### src/rtl/config_sequencer_pkg.sv
// Shared configuration-bus constants. Tile decode uses the same block types and idle address.
package config_sequencer_pkg;

   localparam logic [15:0] CONFIG_SB  = 16'd7;
   localparam logic [15:0] CONFIG_CB0 = 16'd6;
   localparam logic [15:0] CONFIG_CB1 = 16'd5;
   localparam logic [15:0] CONFIG_CLB = 16'd4;

   // Block type 0xFFFF never decodes in a tile, so this address leaves every tile untouched.
   localparam logic [31:0] CFG_IDLE_ADDR = 32'hFFFF_FFFF;

   typedef enum logic [1:0] {
      S_ADDR  = 2'd0,
      S_DATA  = 2'd1,
      S_WRITE = 2'd2,
      S_GAP   = 2'd3
   } seq_state_t;

   function automatic logic block_valid(input logic [15:0] block_type);
      return (block_type == CONFIG_SB)  || (block_type == CONFIG_CB0) ||
             (block_type == CONFIG_CB1) || (block_type == CONFIG_CLB);
   endfunction

endpackage

### src/rtl/config_sequencer.sv
// config_sequencer: turns an (address, data) word stream into one registered config bus write per pair.
// Latency: bus valid the cycle after the data word is accepted, then GAP_CYCLES idle cycles.
// Backpressure: in_ready is low during the write and gap cycles, decoded from state alone.
module config_sequencer
   import config_sequencer_pkg::*;
#(
   parameter int GAP_CYCLES = 0,
   parameter int COUNT_W    = 16
) (
   input  logic               clk,
   input  logic               reset,
   input  logic               in_valid,
   output logic               in_ready,
   input  logic [31:0]        in_data,
   input  logic               in_last,
   output logic [31:0]        config_addr,
   output logic [31:0]        config_data,
   output logic               config_busy,
   output logic               config_done,
   output logic [COUNT_W-1:0] write_count,
   output logic               error
);

   localparam int GAP_W = (GAP_CYCLES > 0) ? $clog2(GAP_CYCLES + 1) : 1;
   localparam logic [GAP_W-1:0] GAP_INIT = (GAP_CYCLES > 0) ? GAP_W'(GAP_CYCLES - 1) : '0;

   seq_state_t       state;
   seq_state_t       state_nxt;
   logic [31:0]      pend_addr;
   logic             last_q;
   logic [GAP_W-1:0] gap_cnt;

   logic addr_hs;
   logic data_hs;
   logic write_end;
   logic stream_end;

   assign addr_hs    = in_valid && (state == S_ADDR);
   assign data_hs    = in_valid && (state == S_DATA);
   // Leaving the write/gap phase for the next address word.
   assign write_end  = ((state == S_WRITE) || (state == S_GAP)) && (state_nxt == S_ADDR);
   assign stream_end = write_end && last_q;

   always_ff @(posedge clk or negedge reset) begin
      if (!reset) begin
         state <= S_ADDR;
      end else begin
         state <= state_nxt;
      end
   end

   always_comb begin
      state_nxt = state;
      case (state)
         S_ADDR:  if (in_valid && !in_last) state_nxt = S_DATA;
         S_DATA:  if (in_valid) state_nxt = S_WRITE;
         S_WRITE: state_nxt = (GAP_CYCLES > 0) ? S_GAP : S_ADDR;
         S_GAP:   if (gap_cnt == '0) state_nxt = S_ADDR;
         default: state_nxt = S_ADDR;
      endcase
   end

   always_comb begin
      in_ready = (state == S_ADDR) || (state == S_DATA);
   end

   always_ff @(posedge clk or negedge reset) begin
      if (!reset) begin
         pend_addr   <= '0;
         last_q      <= 1'b0;
         gap_cnt     <= '0;
         config_addr <= CFG_IDLE_ADDR;
         config_data <= '0;
         config_busy <= 1'b0;
         config_done <= 1'b0;
         write_count <= '0;
         error       <= 1'b0;
      end else begin
         config_done <= 1'b0;

         if (addr_hs) begin
            if (!config_busy) begin
               write_count <= '0;
            end
            if (in_last) begin
               // An address word can never end a stream cleanly: drop it and close the stream.
               error       <= 1'b1;
               config_done <= 1'b1;
               config_busy <= 1'b0;
            end else begin
               pend_addr   <= in_data;
               config_busy <= 1'b1;
            end
         end

         if (data_hs) begin
            last_q <= in_last;
            if (block_valid(pend_addr[31:16])) begin
               config_addr <= pend_addr;
               config_data <= in_data;
               if (write_count != '1) begin
                  write_count <= write_count + COUNT_W'(1);
               end
            end else begin
               error <= 1'b1;
            end
         end

         if (state == S_WRITE) begin
            config_addr <= CFG_IDLE_ADDR;
            config_data <= '0;
            gap_cnt     <= GAP_INIT;
         end else if ((state == S_GAP) && (gap_cnt != '0)) begin
            gap_cnt <= gap_cnt - GAP_W'(1);
         end

         if (stream_end) begin
            config_done <= 1'b1;
            config_busy <= 1'b0;
         end
      end
   end

endmodule

### config.mk
export PLATFORM = sky130hd
export DESIGN_NAME = config_sequencer
export DESIGN_NICKNAME = d
export VERILOG_FILES = /design/src/rtl/config_sequencer_pkg.sv /design/src/rtl/config_sequencer.sv
export SDC_FILE = /design/constraint.sdc
export NUM_CORES = 1
export LEC_CHECK = 0
export ABC_AREA = 1
export CORE_UTILIZATION = 45
export CTS_CLUSTER_SIZE = 28
export DETAILED_ROUTE_END_ITERATION = 8
export DONT_BUFFER_PORTS = 1
export GPL_TIMING_DRIVEN = 1
export SKIP_CTS_REPAIR_TIMING = 1
export SLEW_MARGIN = 25
export SYNTH_ARGS = -nofsm -noshare
export SYNTH_HDL_FRONTEND = slang
export SYNTH_SLANG_ARGS = --single-unit
### constraint.sdc
create_clock -name clk -period 1.65 [get_ports clk]
set_clock_uncertainty 0.05 [all_clocks]
set_input_delay 0.2475 -clock clk [delete_from_list [all_inputs] [get_ports clk]]
set_output_delay 0.2475 -clock clk [all_outputs]
set_load 0.005 [all_outputs]
==> results of run 1 <==
## Yosys cell counts (2+ instances only)
master and instances:
xnor2_1 3, o21ai_0 79, nor2_4 3, nor2_1 64, or2_2 2, clkbuf_1 8
nand4_1 6, dfrtp_1 87, nor3_1 3, inv_2 4, buf_6 5, o21ai_1 8
nand3_1 27, nand3_2 2, nand2_4 2, buf_2 6, dfstp_2 32, nand2_1 112
xor2_1 3, inv_1 66, nor2_2 22
## registers in the layout, indices dropped and copies added, names as in the netlist
register and cells:
config_addr 32, error 1, config_busy 1, last_q 1, gap_cnt 1, pend_addr 32, config_data 32, write_count 16
state 2, config_done 1
## routing by layer
| metal | wire length, µm | global-route usage | vias to the layer above | part of all wire |
|---|---|---|---|---|
| li1 | - | - | 1861 | - |
| met2 | 5230 | 0.306 | 108 | 0.47 |
| met5 | 0 | 0 | - | 0 |
| met1 | 5180 | 0.269 | 1813 | 0.46 |
| met3 | 626 | 0.0549 | 13 | 0.056 |
| met4 | 140 | 0.0724 | 0 | 0.013 |
## how the worst max path moves through the flow
stage / endpoint / slack [ns] / depth (start not counted)
2_1_floorplan: write_count[8]$_DFF_PN0_ / 0.11 / 8
6_report: write_count[3]$_DFF_PN0_ / 0.07 / 8
3_3_place_gp: write_count[14]$_DFF_PN0_ / 0.05 / 7
5_1_grt: write_count[6]$_DFF_PN0_ / -0.04 / 11
3_5_place_dp: config_data[10]$_DFFE_PN0P_ / 0.01 / 8
4_1_cts: write_count[14]$_DFF_PN0_ / -0.009 / 7
## critical path, delay by kind of cell, from the launching register on
kind | cells | cell delay (ns)
AND/OR/NAND/NOR | 6 | 0.72
adder cells (fa/ha/maj) | 1 | 0.22
flip-flops | 1 | 0.35
buffers and inverters | 1 | 0.13
## where the power goes
group / switching [mW] / total (mW) / internal (mW)
clock network: 1.30 / 3.70 / 2.40
logic: 0.310 / 0.535 / 0.225
registers: 0.166 / 3.37 / 3.20
total: 1.77 / 7.61 / 5.83
## cell families (layout without fill, tap and decap cells)
group	Yosys count	after routing	share of synthesized area
DFF	119	119	0.594
buffers and inverters	91	159	0.0815
adders and majority gates	1	1	0.00246
xor gates and xnor gates	6	6	0.0103
AOI/OAI and AO/OA	89	89	0.0882
and+or+nand+nor	248	250	0.223
## per-stage QoR
stage,util,setup slack (ns)
2_1_floorplan,-,0.108
3_3_place_gp,0.484,0.0498
3_5_place_dp,0.484,0.0147
4_1_cts,0.539,-0.00945
5_1_grt,0.581,-0.0352
6_report,0.581,0.0705
## area by class of cell
cell class / count / area, µm² / area share
clock buffer: 19 / 443 / 0.0698
sequential: 119 / 3020 / 0.476
tap: 140 / 175 / 0.0276
inverter: 70 / 265 / 0.0418
clock inverter: 13 / 156 / 0.0246
multi-input combinational: 346 / 1730 / 0.273
timing repair buffer: 57 / 558 / 0.0879
==> impl_metrics.ini, run 1 <==
[clock_network]
cts-htree-levels = 4
clk_pin_slew_ns = 0.05
clk_latency_ns = 0.40
clockRootBuffer = clkbuf_16
cts_tree = yes
cts_num_sinks = 119
clock_path_buffers = 2
cts_buffers = 17

[synth]
ys_seq_elements = 119
syn_inst = 554
ys_warn_count = 0
synth_enable_flop_cells = 0
synthArstFlopShare = 1.00
synthesis.nets = 591
syn_area_um2 = 5080
synth_top_cell_area_share = 0.429
yosysUniqueCellTypes = 31
yosysTopAreaCell = dfrtp_1
synth_top_flop_cell = dfrtp_1
avgSynthCellArea_um2 = 9.17
yosys-top-cells-area = dfrtp_1 (43%), dfstp_2 (17%), nand2_1 (8.3%), o21ai_0 (7.8%), inv_1 (4.9%)
synth-seq-area-share = 0.594

[critical_path]
max_stage_delay_ns = 0.35
r2r-end = write_count[3]$_DFF_PN0_
arrival_ns = 1.82
critical_path.cell_chain = ha_2 > nand3_4 > nor2_4 > nand4_4 > inv_2 > nor2_4 > nor2_1 > nor2_1
worstPathRequired_ns = 1.89
reg2regPathDepth = 8
crit_path_max_fanout = 7
r2r-start = write_count[1]$_DFF_PN0_
critPathSlowestCell = dfrtp_1
cp-end-kind = flop
rrSetupSlack_ns = 0.07
crit_path_start = write_count[1]$_DFF_PN0_
start_kind = flop
crit_type = reg -> reg

[drt]
ant_nets = 0
viasPerCell = 4.97
wl_per_cell_um = 14.6
first_iter_violations = 214
dr_total_vias = 3795
totalWireLength_um = 11200
firstDrtPassIters = 4
drc_errors = 0

[layout]
diodes = 0
fin_nets = 648
stdcell_count = 764
layout-drive-gt1-share = 0.226
synthToLayoutAreaGrowth_pct = 25.0
design_area_um2 = 6350
mostFrequentLayoutCells = nand2_1 (111), dfrtp_1 (85), o21ai_0 (77)
layout_commonest_cell = nand2_1
n_fill_cell = 970

[grt]
grt_max_degree = 120
grt_usage = 0.199
grt_pass1_vias = 3596
grt-ovfl-total = 0
antenna_found_initial = 0
grt_first_pass_wirelength_um = 17800

[timing]
fin_crit_ns = 1.58
finalSetupViolations = 0
slew_viol_final = 0
rsz0062_at_grt = true
fmax_ghz = 0.633
maxSlewHeadroom = 0.690
setup-tns-final_ns = 0
fin_crit_sh = 0.957
finalHoldViolCount = 125
worst-slew-pin-transition_ns = 0.465
hold_ws_ns = -0.511

[place]
placed_cells = 693
port_buffers = 0
dpl_cell_area_um2 = 5290
dp_hpwl_um = 7010
gp_congestion = 0.783

[die]
die_h_um = 108
ioPinCount = 120
num_rows = 38
core_um2 = 10900
die_w_um = 108
dieArea_um2 = 11700
initial_core_util = 0.465

[status]
outcome = finished, violations left
violations = hold timing

[run]
drv_cap = 0

[power_and_ir_drop]
peakVddDrop_mv = 0.594
leakagePower_nw = 2.97
powerDensity_nw_per_um2 = 1200
fin_total_pwr_mw = 7.61

[hold_path]
hp-class = in -> async
Note: power is estimated with default switching activity, not from simulation.
==> run 2: changes to the inputs <==
- RECOVER_POWER: not set -> 25
==> results of run 2 <==
The final DEF is identical to that of run 1; final timing and power are the same.
==> run 3: changes to the inputs <==
- CORE_ASPECT_RATIO: not set -> 1.1
- clock period: 1.65 -> 1.72 ns (I/O delays scaled with it)
==> run 3 against run 2 <==
  * The run still ends with hold timing left
  * Largest power group unchanged
  * Utilization fell by 1.6 points
  * Non-clock buffer count fell by 10
  * Die area barely moved
==> impl_metrics.ini, run 3 (synthesized netlist as in run 1, its figures left out) <==
[status]
outcome = finished, violations left
violations = hold timing

[grt]
grt_max_degree = 120
antenna_found_initial = 0
grt_first_pass_wirelength_um = 17600
grt-ovfl-total = 0
grt_usage = 0.199
grt_pass1_vias = 3577

[layout]
synthToLayoutAreaGrowth_pct = 21.8
fin_nets = 636
top_regs = config_addr x32, config_data x32, pend_addr x32
layout-drive-gt1-share = 0.201
diodes = 0
mostFrequentLayoutCells = nand2_1 (112), dfrtp_1 (86), o21ai_0 (79)
register_area_um2 = 3020
design_area_um2 = 6190
multi_input_area_um2 = 1660
n_fill_cell = 979
layout_commonest_cell = nand2_1

[drt]
wl_met3_um = 595
firstDrtPassIters = 6
first_iter_violations = 154
drc_errors = 0
totalWireLength_um = 11000
wl_per_cell_um = 14.5
ant_nets = 0
top_layer = met4
routed-wl-met2_um = 5420
viasPerCell = 4.91
dr_total_vias = 3727
route.layer.met1.wl_um = 4850

[run]
drv_cap = 0

[critical_path]
cp.depth = 8
r2r-end = write_count[0]$_DFF_PN0_
crit_family = simple AND/OR/NAND/NOR gates
crit_path_max_fanout = 15
critPathSlowestCell = dfrtp_1
worstPathRequired_ns = 1.96
rrSetupSlack_ns = 0.13
r2r-start = pend_addr[31]$_DFFE_PN0P_
crit_type = reg -> reg
crit_top_cell = nand2_1
cp-endpoint = write_count[0]$_DFF_PN0_
reg2regPathDepth = 8
path_buf_inv = 0
start_kind = flop
cp-end-kind = flop
crit_path_start = pend_addr[31]$_DFFE_PN0P_
arrival_ns = 1.83
critical_path.cell_chain = nor2_1 > nand2_1 > nor2_2 > nand2_1 > nor2_4 > nand2_4 > nand3_1 > nand2_1
max_stage_delay_ns = 0.38

[clock_network]
cts_num_sinks = 119
cts-htree-levels = 4
cts_tree = yes
cts_buffers = 17
clock_path_buffers = 2
clk_pin_slew_ns = 0.05
clk_latency_ns = 0.40
clockRootBuffer = clkbuf_16

[timing]
fmax_ghz = 0.630
finalSetupViolations = 0
rsz0062_at_grt = true
worst-slew-pin-transition_ns = 0.471
fin_crit_sh = 0.923
maxSlewHeadroom = 0.686
setup-tns-final_ns = 0
fin_crit_ns = 1.59
finalHoldViolCount = 123
slew_viol_final = 0
hold_ws_ns = -0.501

[power_and_ir_drop]
fin_total_pwr_mw = 7.24
powerDensity_nw_per_um2 = 1170
peakVddDrop_mv = 0.580
leakagePower_nw = 2.91

[place]
dpl_cell_area_um2 = 5260
dp_hpwl_um = 6960
gp_congestion = 0.838
port_buffers = 0

[die]
die_w_um = 103
core_um2 = 11000
ioPinCount = 120
die_h_um = 113
num_rows = 40
dieArea_um2 = 11700
initial_core_util = 0.463

[hold_path]
hp-class = in -> async
[run 3: worst min path at each step]
stage | from | endpoint | slack (ns)
6_report | reset | write_count[10]$_DFF_PN0_ | -0.50
3_5_place_dp | reset | write_count[10]$_DFF_PN0_ | -0.08
4_1_cts | reset | write_count[10]$_DFF_PN0_ | -0.52
3_3_place_gp | reset | write_count[10]$_DFF_PN0_ | -0.09
2_1_floorplan | reset | config_busy$_DFFE_PN0P_ | -0.09
5_1_grt | reset | write_count[10]$_DFF_PN0_ | -0.53
[run 3: stage by stage]
stage / utilization / instances / worst slack (ns)
after global placement: 0.480 / 696 / 0.117
after detailed placement: 0.480 / 696 / 0.0875
final: 0.564 / 759 / 0.133
after floorplan: - / 554 / 0.178
after global routing: 0.564 / 759 / -0.0146
after CTS: 0.535 / 728 / 0.0779
[run 3: layer usage]
metal | vias up | global-route usage
li1 | 1827 | -
met1 | 1786 | 0.253
met2 | 101 | 0.308
met3 | 13 | 0.0686
met4 | 0 | 0.0798
met5 | - | 0
[run 3: final cells by class]
| cell class | count | share of cell area |
|---|---|---|
| Clock buffer | 22 | 0.0835 |
| Clock inverter | 10 | 0.0146 |
| Inverter | 70 | 0.0429 |
| Multi-Input combinational cell | 344 | 0.268 |
| Sequential cell | 119 | 0.488 |
| Tap cell | 147 | 0.0297 |
| Timing Repair Buffer | 47 | 0.0730 |
[run 3: power breakdown]
group          switching (mW)  internal (mW)
registers               0.162           3.07
clock network            1.25           2.27
logic                   0.291          0.200
total                    1.70           5.54
